File: config.mk
export PLATFORM = sky130hd
export DESIGN_NAME = sprite_line_writer
export DESIGN_NICKNAME = d
export VERILOG_FILES = /design/src/rtl/sprite_pkg.sv /design/src/rtl/sprite_line_writer.sv
export SDC_FILE = /design/constraint.sdc
export NUM_CORES = 1
export LEC_CHECK = 0
export BUFFER_PORTS_ARGS = -buffer_cell sky130_fd_sc_hd__buf_2
export CORE_AREA = 4 4 82 84
export DETAILED_ROUTE_END_ITERATION = 6
export DIE_AREA = 0 0 86 88
export HOLD_SLACK_MARGIN = 0.06
export PLACE_DENSITY = 0.78
export SETUP_SLACK_MARGIN = 0.15
export SLEW_MARGIN = 30
export SYNTH_ARGS = -nofsm -noshare
export SYNTH_HDL_FRONTEND = slang
export SYNTH_SLANG_ARGS = --single-unit
File: constraint.sdc
create_clock -name clk -period 8.5 [get_ports clk]
set_input_delay 0.85 -clock clk [delete_from_list [all_inputs] [get_ports clk]]
set_output_delay 0.85 -clock clk [all_outputs]
set_load 0.02 [all_outputs]
File: src/rtl/sprite_pkg.sv
// Line-buffer entry layout and the read-modify-write merge rule shared by the sprite writer.
package sprite_pkg;

    localparam int LB_ENTRY_W   = 16;
    localparam int LB_COLOR_LSB = 0;
    localparam int LB_COLOR_MSB = 7;
    localparam int LB_Z_LSB     = 8;
    localparam int LB_Z_MSB     = 9;
    localparam int LB_MASK_LSB  = 10;
    localparam int LB_MASK_MSB  = 13;
    localparam int LB_RSVD_LSB  = 14;
    localparam int LB_RSVD_MSB  = 15;

    typedef struct packed {
        logic [1:0] rsvd;
        logic [3:0] mask;
        logic [1:0] z;
        logic [7:0] color;
    } lb_entry_t;

    typedef struct packed {
        logic [3:0]            collide;
        logic [LB_ENTRY_W-1:0] entry;
    } rmw_result_t;

    // Reserved bits are always written as zero.
    function automatic logic [LB_ENTRY_W-1:0] pack_entry(input logic [7:0] color,
                                                         input logic [1:0] z,
                                                         input logic [3:0] mask);
        logic [LB_ENTRY_W-1:0] e;
        e                            = '0;
        e[LB_COLOR_MSB:LB_COLOR_LSB] = color;
        e[LB_Z_MSB:LB_Z_LSB]         = z;
        e[LB_MASK_MSB:LB_MASK_LSB]   = mask;
        return e;
    endfunction

    function automatic lb_entry_t unpack_entry(input logic [LB_ENTRY_W-1:0] raw);
        lb_entry_t e;
        e.color = raw[LB_COLOR_MSB:LB_COLOR_LSB];
        e.z     = raw[LB_Z_MSB:LB_Z_LSB];
        e.mask  = raw[LB_MASK_MSB:LB_MASK_LSB];
        e.rsvd  = raw[LB_RSVD_MSB:LB_RSVD_LSB];
        return e;
    endfunction

    // New pixel takes the slot if it is empty or strictly in front; equal depth keeps the
    // earlier pixel. The collision mask is accumulated either way.
    function automatic rmw_result_t rmw_merge(input logic [7:0] old_color,
                                              input logic [1:0] old_z,
                                              input logic [3:0] old_mask,
                                              input logic [7:0] new_color,
                                              input logic [1:0] new_z,
                                              input logic [3:0] new_mask);
        rmw_result_t r;
        if (old_color == 8'd0 || new_z > old_z)
            r.entry = pack_entry(new_color, new_z, old_mask | new_mask);
        else
            r.entry = pack_entry(old_color, old_z, old_mask | new_mask);
        r.collide = old_mask & new_mask;
        return r;
    endfunction

endpackage

File: src/rtl/sprite_line_writer.sv
// Pipelined read-modify-write of sprite pixels into the render half of the line buffer,
// with depth/transparency resolution, RAW forwarding and per-line collision accumulation.
module sprite_line_writer
    import sprite_pkg::*;
#(
    parameter int LINE_WIDTH = 640
) (
    input  logic        clk,
    input  logic        rst,
    input  logic        pix_valid,
    output logic        pix_ready,
    input  logic [9:0]  pix_x,
    input  logic [7:0]  pix_color,
    input  logic [1:0]  pix_z,
    input  logic [3:0]  pix_mask,
    input  logic        line_start,
    output logic [9:0]  lb_rd_idx,
    input  logic [15:0] lb_rd_data,
    output logic [9:0]  lb_wr_idx,
    output logic [15:0] lb_wr_data,
    output logic        lb_wr_en,
    output logic [3:0]  collision_line,
    output logic        busy
);

    logic        accept;
    logic        keep_s0;

    logic        s1_vld_q;
    logic        s1_keep_q;
    logic [9:0]  s1_x_q;
    logic [7:0]  s1_color_q;
    logic [1:0]  s1_z_q;
    logic [3:0]  s1_mask_q;

    // wr_* is the registered write being presented; wr2_* is the write issued one cycle
    // earlier, which the line buffer may not yet reflect in the data read for S1.
    logic        wr_vld_q;
    logic [9:0]  wr_idx_q;
    logic [15:0] wr_data_q;
    logic        wr2_vld_q;
    logic [9:0]  wr2_idx_q;
    logic [15:0] wr2_data_q;

    logic [3:0]  acc_q, acc_d;
    logic [3:0]  coll_q, coll_d;

    logic [15:0] old_raw;
    lb_entry_t   old_e;
    rmw_result_t merge;
    logic        s1_write;
    logic [3:0]  s1_collide;
    logic        unused_rsvd;

    assign pix_ready = ~rst;
    assign accept    = pix_valid & pix_ready;
    assign lb_rd_idx = rst ? 10'd0 : pix_x;
    assign keep_s0   = ({1'b0, pix_x} < 11'(LINE_WIDTH)) && (pix_color != 8'd0) && (pix_z != 2'd0);

    // Pick the newest copy of the slot: last registered write, then the one before, then RAM.
    always_comb begin
        old_raw = lb_rd_data;
        if (wr2_vld_q && wr2_idx_q == s1_x_q)
            old_raw = wr2_data_q;
        if (wr_vld_q && wr_idx_q == s1_x_q)
            old_raw = wr_data_q;
    end

    assign old_e       = unpack_entry(old_raw);
    assign unused_rsvd = ^old_e.rsvd;
    assign merge       = rmw_merge(old_e.color, old_e.z, old_e.mask,
                                   s1_color_q, s1_z_q, s1_mask_q);
    assign s1_write    = s1_vld_q & s1_keep_q;
    assign s1_collide  = s1_write ? merge.collide : 4'd0;

    // A pixel finishing S1 during line_start still belongs to the line being closed.
    always_comb begin
        acc_d  = acc_q | s1_collide;
        coll_d = coll_q;
        if (line_start) begin
            coll_d = acc_q | s1_collide;
            acc_d  = 4'd0;
        end
    end

    // Pipeline stages, write registers and collision state.
    always_ff @(posedge clk) begin
        if (rst) begin
            s1_vld_q   <= 1'b0;
            s1_keep_q  <= 1'b0;
            s1_x_q     <= '0;
            s1_color_q <= '0;
            s1_z_q     <= '0;
            s1_mask_q  <= '0;
            wr_vld_q   <= 1'b0;
            wr_idx_q   <= '0;
            wr_data_q  <= '0;
            wr2_vld_q  <= 1'b0;
            wr2_idx_q  <= '0;
            wr2_data_q <= '0;
            acc_q      <= '0;
            coll_q     <= '0;
        end else begin
            s1_vld_q   <= accept;
            s1_keep_q  <= accept & keep_s0;
            s1_x_q     <= pix_x;
            s1_color_q <= pix_color;
            s1_z_q     <= pix_z;
            s1_mask_q  <= pix_mask;
            wr_vld_q   <= s1_write;
            if (s1_write) begin
                wr_idx_q  <= s1_x_q;
                wr_data_q <= merge.entry;
            end
            wr2_vld_q  <= wr_vld_q;
            wr2_idx_q  <= wr_idx_q;
            wr2_data_q <= wr_data_q;
            acc_q      <= acc_d;
            coll_q     <= coll_d;
        end
    end

    assign lb_wr_en       = wr_vld_q & ~rst;
    assign lb_wr_idx      = wr_idx_q;
    assign lb_wr_data     = wr_data_q;
    assign collision_line = coll_q;
    assign busy           = (s1_vld_q | wr_vld_q) & ~rst;

endmodule

# == Yosys cells after proc, flatten, opt, wreduce, memory -nomap -nowiden ==
# Index checks and enable logic that the tools add are counted.
# word_totals
regBits,84
inputBits,44
output_inout_bits,43
word_cells,42
# classes
n_lt_le_gt_ge,2
eq_ne,2
mux,5
bitwise_logic,10
reduce_logical,9
# ops
cell,n
14-bit two-way mux,2
10-bit == test,2
10-bit two-way mux,2
"10-bit less-than comparator, second input constant",1
8-bit logical NOT,1
4-bit bitwise OR,2
8-bit nonzero test,1
1-bit bitwise AND,5
4-bit bitwise AND,1
1-bit logical AND,4
4-bit two-way mux,1
2-bit > comparator,1
2-bit nonzero test,1
2-bit OR reduction,1
1-bit logical OR,1
1-bit NOT,1
1-bit bitwise OR,1

# == Depth between registers and ports, before layout ==
# Gate-level depths: netlist of the first run.
# depth
depth_word,7
depth_mapped,14
mapped_depth_nobuf,12

# == Worst setup path before layout of the first run ==
# OpenSTA, ideal clock, no wires.
# synth_timing
path_type,reg2reg
startpoint,"register wr_idx_q[1], in the netlist lb_wr_idx[1]"
endpoint,"register wr_data_q[9], in the netlist lb_wr_data[9]"
setup_time_ps,74
t_arrival_ps,2999
required_time_ps,8426
setup_slack_ps,5426
path_stages_with_launch,14
path_buffers,3
period_less_slack_ps,3074
cell_sequence,dfxtp_1 xnor2_1 nand4_1 or3_1 clkbuf_1 buf_2 nand2_1 o21ai_0 ha_1 nor2b_1 o21a_1 clkbuf_1 or4_1 a31oi_1
# synth_between
elab_chain_len,6
elab_cells_between_ends,7
classes_between,order compare: 1; eq/ne: 1; mux: 2; reduce/logical: 3
# synth_lines
item,line_no,text
from (decl),sprite_line_writer.sv:39,logic [9:0] wr_idx_q;
from (signal assigned),sprite_line_writer.sv:112,wr_idx_q <= s1_x_q;
10-bit == test (*),sprite_line_writer.sv:65,if (wr_vld_q && wr_idx_q == s1_x_q)
1-bit logical AND (*),sprite_line_writer.sv:65,
14-bit two-way mux (*),sprite_line_writer.sv:65,
2-bit > comparator / 8-bit logical NOT (equally long branches),sprite_pkg.sv:56,if (old_color == 8'd0 || new_z > old_z)
1-bit logical OR,sprite_pkg.sv:56,
10-bit two-way mux (*),sprite_pkg.sv:56,
to (signal assigned),sprite_line_writer.sv:113,wr_data_q <= merge.entry;
to (decl),sprite_line_writer.sv:40,logic [15:0] wr_data_q;
# Mark *: on every way between the ends. The rest lies on a longest branch, timed or not.
# A chain may end at the register's enable or synchronous reset.

# == Worst setup path after layout of the first run ==
# layout_timing
startpoint,register s1_x_q[0]
endpoint,"register wr_data_q[8], in the netlist lb_wr_data[8]"
# layout_between
elab_chain_len,7
elab_cells_between_ends,10
classes_between,order compare: 1; eq/ne: 2; mux: 3; reduce/logical: 4
# layout_lines
item,line_no,text
from (decl),sprite_line_writer.sv:31,logic [9:0] s1_x_q;
from (signal assigned),sprite_line_writer.sv:106,s1_x_q <= pix_x;
10-bit == test,sprite_line_writer.sv:63,if (wr2_vld_q && wr2_idx_q == s1_x_q)
1-bit logical AND,sprite_line_writer.sv:63,
14-bit two-way mux,sprite_line_writer.sv:63,
14-bit two-way mux (*),sprite_line_writer.sv:65,
2-bit > comparator / 8-bit logical NOT (equally long branches),sprite_pkg.sv:56,
1-bit logical OR,sprite_pkg.sv:56,
10-bit two-way mux (*),sprite_pkg.sv:56,
# Marks and branches as above.

==> results of run 1 <==
[worst paths after layout]
check | startpoint | endpoint | slack (ns)
worst max register to register | s1_x_q[0] | lb_wr_data[8] | 5.06
worst min-delay path | collision_line[2] | collision_line[2] | 0.49
worst min register to register | collision_line[2] | collision_line[2] | 0.49
worst max-delay path | s1_x_q[0] | lb_wr_data[8] | 5.06
[layer usage]
metal  wire [um]  global-route usage (%)  vias up
met1        3040                    24.0     1232
met3         430                    5.36       13
met2        3620                    33.6       83
met4         144                    9.06        0
met5           0                       0        -
li1            -                       -     1309
[Yosys cell counts (2+ instances only)]
| master | number | area [um^2] |
|---|---|---|
| o21ai_0 | 11 | 55.1 |
| nand4_1 | 4 | 25.0 |
| nand2_1 | 3 | 11.3 |
| buf_4 | 2 | 15.0 |
| inv_1 | 2 | 7.51 |
| o31a_2 | 3 | 30.0 |
| clkbuf_1 | 13 | 48.8 |
| a21oi_1 | 24 | 120 |
| nor3_1 | 13 | 65.1 |
| nor4_1 | 3 | 18.8 |
| o31a_1 | 5 | 43.8 |
| o22ai_2 | 2 | 25.0 |
| o22ai_1 | 2 | 12.5 |
| dfxtp_1 | 84 | 1680 |
| o32a_1 | 4 | 40.0 |
| ha_1 | 2 | 25.0 |
| nand3_1 | 4 | 20.0 |
| nor2_1 | 20 | 75.1 |
| a211oi_1 | 12 | 90.1 |
| o22a_1 | 9 | 78.8 |
| a31oi_1 | 6 | 37.5 |
| xnor2_1 | 19 | 166 |
| buf_1 | 2 | 7.51 |
| nor2b_1 | 52 | 325 |
| mux2i_1 | 6 | 60.1 |
| nor3_4 | 2 | 32.5 |
[metrics by stage]
stage	power, mW	cell area (um^2)	worst slack [ns]	hold slack, ns	utilization (%)
after floorplan	0.475	3290	5.43	0.469	-
after global placement	0.499	3720	5.18	0.470	62.9
after detailed placement	0.500	3730	5.13	0.478	63.0
after CTS	0.838	3980	5.09	0.489	67.2
after global routing	0.866	3980	4.77	0.519	67.2
final	0.831	3980	5.06	0.491	67.2
[power breakdown]
| part | total, mW | internal [mW] | switching [mW] |
|---|---|---|---|
| combinational | 0.0787 | 0.0325 | 0.0462 |
| sequential | 0.413 | 0.405 | 0.00815 |
| clock | 0.340 | 0.203 | 0.137 |
[worst max-delay path: stages (launching register included)]
cell     delay, ns
dfxtp_1       0.35
xnor2_1       0.32
nand3_2       0.27
nor3_4        0.55
mux2i_1       0.24
nand2_1       0.06
o21ai_0       0.13
ha_1          0.29
nor2b_1       0.14
o21a_1        0.31
or4b_1        0.54
a31oi_1       0.17
[final cells by class]
type / instances / area (um^2) / share of cell area, %
sequential: 84 / 1680 / 42.3
multi-input combinational: 222 / 1530 / 38.4
timing repair buffer: 83 / 418 / 10.5
clock buffer: 10 / 138 / 3.46
clock inverter: 6 / 111 / 2.80
tap: 75 / 93.8 / 2.36
inverter: 2 / 7.51 / 0.189
[sequential cells by signal, summed over array words and instances (netlist names), 2 cells and up]
signal          cells
acc_q               4
collision_line      4
lb_wr_data         14
lb_wr_idx          10
s1_color_q          8
s1_mask_q           4
s1_x_q             10
s1_z_q              2
wr2_data_q         14
wr2_idx_q          10
[cells by family (layout without fill, tap and decap cells)]
group           after synthesis  in the layout
fa+ha+maj                     2              2
xor+xnor                     20             20
simple gates                110            110
compound gates               82             82
flops                        84             84
buf+inv                      20            101
other cells                   1              2
mux                           6              6
==> summary.txt, run 1 <==
Floorplanning
  • Die height: around 90 um
  • I/O Pins: 87
  • Core area: between 5000 and 6000 um^2
  • Chip Width: between 80 and 90 um
  • Initial cell density of the core: a little under three fifths
  • Die Area: around 7600 um^2
  • Num rows: 28

Clock network
  • Number of H-tree levels: 3
  • Clk_lat worst skew: roughly 0.35 ns
  • Post-CTS resize count: 0
  • CTS tree: yes
  • Clock Sink Count: 84
  • CTS buffer count: 9
  • Hold buffer count at cts: 0
  • Clock Tree Root: clkbuf_8
  • Worst-path clk slew: roughly 0.090 ns
  • Setup bufs post-CTS: 0
  • Clock Tree Buf Depth: 2

Logic synthesis
  • Number of synthesized flops with an enable pin: 0
  • Post-synthesis register bit count: 84
  • Synth cell types: 42
  • Synth Area in Simple Gates: about a fifth
  • Warnings from Yosys: 0
  • XOR/XNOR Fraction of Synth Area: under 10%
  • Synth Flop Type: dfxtp_1
  • Register area share after synthesis: between 50% and 60%
  • Compound-Gate Fraction of Synth Area: 17.8%
  • Ys async rst share: 0%
  • Adder-cell share of the synthesized area: less than 1%
  • Fraction of synthesized area in multiplexers: under 10%
  • Average cell area after synthesis: 10.1 um^2
  • Largest family of logic cells by synthesized area: simple AND/OR/NAND/NOR gates
  • Netlist Area Pre-Place: ~3300 um^2
  • Mapped Cells: ~330

Timing
  • Relative slew slack: 48.7%
  • RSZ-0062 raised after global routing: false
  • Slew Viols, Final: 0
  • Clk_skew: roughly 0.013 ns
  • Measured slew at the worst slew-check pin: about 0.77 ns
  • Setup TNS: 0 ns
  • FMAX: roughly 0.29 GHz
  • Hold Vio Cnt, Final: 0
  • Final setup viols: 0
  • Final Critical Period: roughly 3.4 ns
  • Final period utilization: 40.5%

Final layout
  • Fillers: 490
  • Net count, final: about 450
  • Most frequent cells in the layout: 84 x dfxtp_1, 82 x buf_2, 52 x nor2b_1
  • Commonest non-fill, non-tap cell in the layout: dfxtp_1
  • Layout cells sized above 1: 28.0%
  • Area delta synth->final: 21.0%
  • Non-Filler Instances: 482
  • # diodes: 0

Setup path
  • CP required: 8.78 ns
  • Worst Setup Path Type: flop to flop
  • Element type at the critical path end: flop
  • Crit Path Max Fanout: 11
  • Path depth of the worst reg2reg path: 11
  • Startpoint types: flop
  • Worst Path Arrival: approximately 3.7 ns

Hold path
  • Hold Crit Class: flop to flop
  • Hold path depth: 2

Place
  • GPL Wtd Cong: 0.793
  • Cells after DPL: approximately 470
  • PortBufs: 82
  • Hpwl dp: 5.12 mm

Global routing
  • Antenna violations before repair: 0
  • GRT Util Overall: 20.0%
  • Vias in the first global route: roughly 2,400
  • First-pass GRT wire length: ~12 mm
  • Grt ovf: 0
  • Largest net degree at the start of global routing: 65

Pwr
  • VDD IR max: roughly 0.12 mV
  • Leak: 1.67 nW
  • PwrDens: around 210 nW/um^2

Routing
  • Final ANT Viol Nets: 0
  • 1st-pass router iterations: 4
  • Vias/cell: between 5 and 6
  • Post-DR wirelength/cell: approximately 15 um
  • DR DRC count: 0
  • Via count: approximately 2,600
  • DRT iter0 DRCs: roughly 160
  • WL final: slightly above 7 mm

Flow run
  • Max Cap Viol: 0

Status
  • Status: finished, final reports clean
Power figures use the tool's default switching activity.
==> run 2, diff against run 1 <==
--- a/config.mk
+++ b/config.mk
@@ -6,11 +6,11 @@
 export NUM_CORES = 1
 export LEC_CHECK = 0
 export BUFFER_PORTS_ARGS = -buffer_cell sky130_fd_sc_hd__buf_2
-export CORE_AREA = 4 4 82 84
+export CORE_AREA = 4 4 89 91
 export DETAILED_ROUTE_END_ITERATION = 6
-export DIE_AREA = 0 0 86 88
+export DIE_AREA = 0 0 93 95
 export HOLD_SLACK_MARGIN = 0.06
-export PLACE_DENSITY = 0.78
+export PLACE_DENSITY = 0.7
 export SETUP_SLACK_MARGIN = 0.15
 export SLEW_MARGIN = 30
 export SYNTH_ARGS = -nofsm -noshare
==> constraint.sdc (replaced) <==
create_clock -name clk -period 2.9 [get_ports clk]
set_input_delay 0.29 -clock clk [delete_from_list [all_inputs] [get_ports clk]]
set_output_delay 0.29 -clock clk [all_outputs]
set_load 0.02 [all_outputs]
==> run 2 against run 1 <==
First-iteration DRC count is 48% lower. Maximum frequency is 29% higher. Critical path type unchanged. Worst setup slack worse by 4.8 ns. Highest routed layer unchanged. Sequential share of layout area is 3.0 points lower. Global-route usage is 2.6 points lower. Critical path depth stayed put. Largest cell class is now multi-input gates.
==> summary.txt, run 2 (synthesized netlist as in run 1, its figures left out) <==
Final layout
  • Commonest non-fill, non-tap cell in the layout: buf_2
  • Fin area: 4410 um^2 (+11%)
  • # diodes: 0 (unchanged)
  • Layout cells sized above 1: 42.2% (+14 points)
  • Non-Filler Instances: 521 (+8.1%)
  • Most frequent cells in the layout: 82 x buf_2, 63 x dfxtp_1, 51 x nor2b_1
  • Net count, final: 463 (+3.3%)
  • Area delta synth->final: 34.3%
  • Final core occ: 61.8% (-5.3 points)

Routing
  • WL final: 7.72 mm (+6.6%)
  • Via count: 2,671 (+1.3%)
  • Post-DR wirelength/cell: 14.8 um (-1.4%)
  • DRT iter0 DRCs: 81 (-48%)
  • 1st-pass router iterations: 4 (unchanged)
  • DR DRC count: 0 (unchanged)
  • Vias/cell: 5.13 (-6.3%)
  • Final ANT Viol Nets: 0 (unchanged)

Floorplanning
  • Core area: 7140 um^2 (+21%)
  • Num rows: 31 (+11%)
  • Die height: 95 um (+8.0%)
  • Chip Width: 93 um (+8.1%)
  • I/O Pins: 87 (unchanged)
  • Die Area: 8840 um^2 (+17%)
  • Initial cell density of the core: 46.0% (-9.5 points)

Pwr
  • PwrDens: 526 nW/um^2 (+150%)
  • Clock Power Share: 35.9% (-5.0 points)
  • Flop pwr share: 52.2% (+2.5 points)
  • Internal power: 1.76 mW (+170%)
  • Sw Pwr: 0.563 mW (+190%)
  • VDD IR max: 0.235 mV (+99%)
  • Total power: 2.32 mW (+180%)
  • Combinational power share: 11.9% (+2.4 points)
  • Sw Ratio: 24.2% (+1.3 points)
  • Leak: 1.83 nW (+9.5%)

Setup path
  • Element type at the critical path end: flop
  • CP required: 3.17 ns (-5.61 ns)
  • Worst Path Arrival: 2.93 ns (-0.80 ns)
  • CP bufs+invs: 0 (unchanged)
  • Startpoint types: flop
  • Worst Setup Path Type: flop to flop
  • CP Cell Sequence: xnor2_2 -> nand3_4 -> nor3_4 -> mux2i_1 -> nand2_1 -> o21ai_2 -> ha_1 -> nor2b_4 -> o21a_1 -> or4b_1 -> a31oi_1
  • Largest stage delay on the critical path: 0.47 ns (-0.08 ns)
  • CP top delay family: simple AND/OR/NAND/NOR gates
  • Crit Path Max Fanout: 3 (-8)
  • CP max stage cell: or4b_1

Timing
  • Hold Vio Cnt, Final: 0 (unchanged)
  • Relative slew slack: 51.0% (+2.3 points)
  • Final Critical Period: 2.67 ns (-0.775 ns)
  • Setup ws final: 0.232 ns (-4.83 ns)
  • Clk_skew: 0.00626 ns (-0.00648 ns)
  • Final setup viols: 0 (unchanged)
  • Measured slew at the worst slew-check pin: 0.733 ns (-0.0363 ns)
  • RSZ-0062 raised after global routing: true
  • Hold slack: 0.152 ns (-0.339 ns)
  • Setup TNS: 0 ns (unchanged)
  • FMAX: 0.375 GHz (+29%)
  • Slew Viols, Final: 0 (unchanged)
  • Final period utilization: 92.0% (+52 points)

Place
  • Hpwl dp: 5.52 mm (+7.8%)
  • Placed inst area: 3940 um^2 (+5.6%)
  • GPL Wtd Cong: 0.850 (+7.2%)
  • Cells after DPL: 500 (+7.3%)
  • PortBufs: 82 (unchanged)
  • Worst slack, placed: 0.0641 ns (-5.06 ns)

Global routing
  • Vias in the first global route: 2,524 (+4.5%)
  • Largest net degree at the start of global routing: 35 (-46%)
  • GRT Util Overall: 17.4% (-2.6 points)
  • First-pass GRT wire length: 11.9 mm (+2.1%)
  • Antenna violations before repair: 0 (unchanged)
  • Grt ovf: 0 (unchanged)

Clock network
  • Clock Tree Root: clkbuf_8
  • Clock Tree Buf Depth: 2 (unchanged)
  • Clk_lat worst skew: 0.34 ns (about the same)
  • Worst-path clk slew: 0.08 ns (about the same)
  • Clock Sink Count: 84 (unchanged)
  • CTS tree: yes
  • Number of H-tree levels: 3 (unchanged)
  • Hold buffer count at cts: 0 (unchanged)
  • CTS buffer count: 9 (unchanged)

Flow run
  • Max Cap Viol: 0 (unchanged)

Status
  • Status: finished, final reports clean

Hold path
  • Hold Crit Class: input pin to flop
[run 2: changes by cell type in the layout (fill, tap and decap cells not counted), moves of 4 or more]
cell | before | now
buf_4 | 1 | 14
dfxtp_1 | 84 | 63
dfxtp_2 | 0 | 10
dfxtp_4 | 0 | 11
nor3_1 | 13 | 9
nor3_2 | 1 | 5
xnor2_1 | 19 | 4
xnor2_2 | 1 | 9
xnor2_4 | 0 | 7
[run 2: per-layer routing]
| metal | vias up | part of all wire, % | GRT usage, % |
|---|---|---|---|
| li1 | 1342 | - | - |
| met1 | 1253 | 42 | 21.0 |
| met2 | 70 | 52 | 30.1 |
| met3 | 6 | 5.7 | 4.70 |
| met4 | 0 | 0.87 | 5.98 |
| met5 | - | 0 | 0 |
[run 2: power groups by stage]
stage	clock network, mW	logic (mW)	registers, mW
after global placement	0	0.243	1.23
after global routing	0.903	0.304	1.22
final	0.833	0.276	1.21
after CTS	0.859	0.249	1.21
after floorplan	0	0.156	1.24
after detailed placement	0	0.247	1.24
[run 2: repair_timing]
action	CTS	global route
buffers inserted	0	5
pin swaps	4	18
resized for setup	2	41
setup endpoints to repair	9	10
[run 2: worst paths after layout]
| kind | cells past startpoint | endpoint | slack, ns | startpoint |
|---|---|---|---|---|
| worst max-delay path | 11 | lb_wr_data[8] | 0.23 | wr2_idx_q[0] |
| worst min-delay path | 2 | s1_mask_q[2] | 0.15 | pix_mask[2] |
| worst max register to register | 11 | lb_wr_data[8] | 0.23 | wr2_idx_q[0] |
| worst min register to register | 2 | collision_line[1] | 0.48 | collision_line[1] |
[run 2: cell type report]
cell class | count | area [um^2]
clock buffers | 13 | 159
clock inverters | 3 | 42.5
fillers | 637 | 2720
inverters | 2 | 7.51
multi-input cells | 222 | 1800
flip-flops and latches | 84 | 1740
well taps | 99 | 124
repair buffers | 98 | 547
==> run 3, diff against run 2 <==
--- a/config.mk
+++ b/config.mk
@@ -7,10 +7,12 @@
 export LEC_CHECK = 0
 export BUFFER_PORTS_ARGS = -buffer_cell sky130_fd_sc_hd__buf_2
 export CORE_AREA = 4 4 89 91
+export CTS_BUF_LIST = sky130_fd_sc_hd__clkbuf_8 sky130_fd_sc_hd__clkbuf_16
 export DETAILED_ROUTE_END_ITERATION = 6
 export DIE_AREA = 0 0 93 95
 export HOLD_SLACK_MARGIN = 0.06
 export PLACE_DENSITY = 0.7
+export REMOVE_ABC_BUFFERS = 1
 export SETUP_SLACK_MARGIN = 0.15
 export SLEW_MARGIN = 30
 export SYNTH_ARGS = -nofsm -noshare
==> run 3 against run 2 <==
Flip-flop and latch count stayed put. Register-to-register slack worse by 0.04 ns. Largest power group unchanged. Wire length up 1.2%. Total power increased by 3.9%. Largest cell class is now sequential cells.
==> summary.txt, run 3 (synthesized netlist as in run 1, its figures left out) <==
Pwr
  • VDD IR max: 0.294 mV (+25%)
  • Leak: 1.86 nW (+1.3%)
  • Total power: 2.41 mW (+3.9%)
  • Sw Ratio: 23.7% (-0.57 points)
  • Internal power: 1.84 mW (+4.6%)
  • Combinational power share: 11.4% (-0.5 points)
  • Clock Power Share: 38.2% (+2.3 points)
  • Sw Pwr: 0.571 mW (+1.4%)
  • PwrDens: 550 nW/um^2 (+4.4%)
  • Flop pwr share: 50.3% (-1.9 points)

Global routing
  • GRT Util Overall: 18.3% (+0.85 points)
  • Vias in the first global route: 2,557 (+1.3%)
  • Antenna violations before repair: 0 (unchanged)
  • Largest net degree at the start of global routing: 29 (-17%)
  • Grt ovf: 0 (unchanged)
  • First-pass GRT wire length: 12.4 mm (+3.9%)

Final layout
  • # diodes: 0 (unchanged)
  • Fillers: 653 (+2.5%)
  • Area delta synth->final: 33.6%
  • Final core occ: 61.5% (-0.33 points)
  • Most frequent cells in the layout: 82 x buf_2, 71 x dfxtp_1, 51 x nor2b_1
  • Layout cells sized above 1: 41.4% (-0.74 points)
  • Fin area: 4390 um^2 (-0.54%)
  • Net count, final: 474 (+2.4%)
  • Commonest non-fill, non-tap cell in the layout: buf_2
  • Non-Filler Instances: 531 (+1.9%)

Floorplanning
  • Initial cell density of the core: 46.0% (unchanged)
  • Core area: 7140 um^2 (unchanged)
  • Num rows: 31 (unchanged)
  • Die height: 95 um (unchanged)
  • Die Area: 8840 um^2 (unchanged)
  • I/O Pins: 87 (unchanged)
  • Chip Width: 93 um (unchanged)

Timing
  • Final Critical Period: 2.71 ns (+0.0391 ns)
  • Clk_skew: 0.00631 ns (+0.0000529 ns)
  • Hold slack: 0.143 ns (-0.00942 ns)
  • Setup ws final: 0.193 ns (-0.0391 ns)
  • FMAX: 0.369 GHz (-1.4%)
  • Measured slew at the worst slew-check pin: 0.754 ns (+0.0208 ns)
  • Final period utilization: 93.4% (+1.3 points)
  • RSZ-0062 raised after global routing: true
  • Slew Viols, Final: 0 (unchanged)
  • Hold Vio Cnt, Final: 0 (unchanged)
  • Relative slew slack: 49.6% (-1.4 points)
  • Setup TNS: 0 ns (unchanged)
  • Final setup viols: 0 (unchanged)

Routing
  • 1st-pass router iterations: 4 (unchanged)
  • Vias/cell: 5.13 (about the same)
  • DRT iter0 DRCs: 93 (+15%)
  • DR DRC count: 0 (unchanged)
  • Via count: 2,722 (+1.9%)
  • WL final: 7.81 mm (+1.2%)
  • Post-DR wirelength/cell: 14.7 um (-0.66%)
  • Final ANT Viol Nets: 0 (unchanged)

Hold path
  • Hold Crit Class: input pin to flop
  • Hold path depth: 2 (unchanged)

Clock network
  • Clock Sink Count: 84 (unchanged)
  • Worst-path clk slew: 0.08 ns (about the same)
  • CTS buffer count: 9 (unchanged)
  • Clock Tree Root: clkbuf_8
  • Number of H-tree levels: 3 (unchanged)
  • Hold buffer count at cts: 0 (unchanged)
  • CTS tree: yes
  • Clk_lat worst skew: 0.35 ns (about the same)
  • Clock Tree Buf Depth: 2 (unchanged)

Place
  • Cells after DPL: 508 (+1.6%)
  • Hpwl dp: 5.46 mm (-1.0%)
  • Placed inst area: 3890 um^2 (-1.2%)
  • Worst slack, placed: 0.0885 ns (+0.0244 ns)
  • PortBufs: 82 (unchanged)
  • GPL Wtd Cong: 0.888 (+4.5%)

Setup path
  • Startpoint types: flop
  • Path depth of the worst reg2reg path: 11 (unchanged)
  • CP required: 3.18 ns (about the same)
  • Worst Setup Path Type: flop to flop
  • Element type at the critical path end: flop
  • Worst Path Arrival: 2.99 ns (+0.06 ns)
  • Crit Path Max Fanout: 10 (+7)

Flow run
  • Max Cap Viol: 0 (unchanged)

Status
  • Status: finished, final reports clean
==> run 3: cell types whose count changed in the layout (fill, tap and decap cells not counted), moves of 4 or more <==
cell / delta
buf_4: +10
xnor2_4: -7
dfxtp_4: -9
dfxtp_1: +8
xnor2_2: +4
==> run 3: final cells by class <==
cell class	instances	area, um^2	area share, %
clock buffers	11	151	3.45
clock inverters	4	72.6	1.65
inverters	2	7.51	0.171
multi-input cells	222	1700	38.7
flip-flops and latches	84	1700	38.8
well taps	99	124	2.82
repair buffers	109	633	14.4
==> run 3: metal layers <==
layer	vias up	routed length [um]	track usage, %
met5	-	0	0
met1	1252	3440	23.4
met4	0	157	9.16
met2	89	3660	28.9
met3	16	557	4.30
li1	1365	-	-
==> run 3: path summary, 6_finish.rpt <==
| check | from | endpoint | slack, ns |
|---|---|---|---|
| max | s1_x_q[6] | lb_wr_data[8] | 0.19 |
| min | pix_mask[0] | s1_mask_q[0] | 0.14 |
| max reg2reg | s1_x_q[6] | lb_wr_data[8] | 0.19 |
| min reg2reg | collision_line[2] | collision_line[2] | 0.49 |
==> run 3: power groups by stage <==
stage          clock [mW]  sequential (mW)  combinational, mW
2_1_floorplan           0             1.24              0.131
3_3_place_gp            0             1.23              0.249
3_5_place_dp            0             1.24              0.251
4_1_cts             0.940             1.21              0.257
5_1_grt             0.991             1.22              0.303
6_report            0.922             1.21              0.276
==> run 3: timing repair <==
action                                  4_1_cts  5_1_grt
gates resized for setup                      14       35
pin swaps                                     3       16
setup buffers                                 0        8
endpoints found under the setup margin       10       10
==> run 3: critical path, stage by stage (launching register included) <==
cell,delay [ns]
dfxtp_2,0.37
xnor2_1,0.14
nand4_1,0.17
or3_4,0.45
buf_6,0.16
nor2_1,0.11
a21oi_2,0.05
ha_2,0.33
nand2_1,0.06
o21a_1,0.13
or4b_1,0.48
a31oi_1,0.17
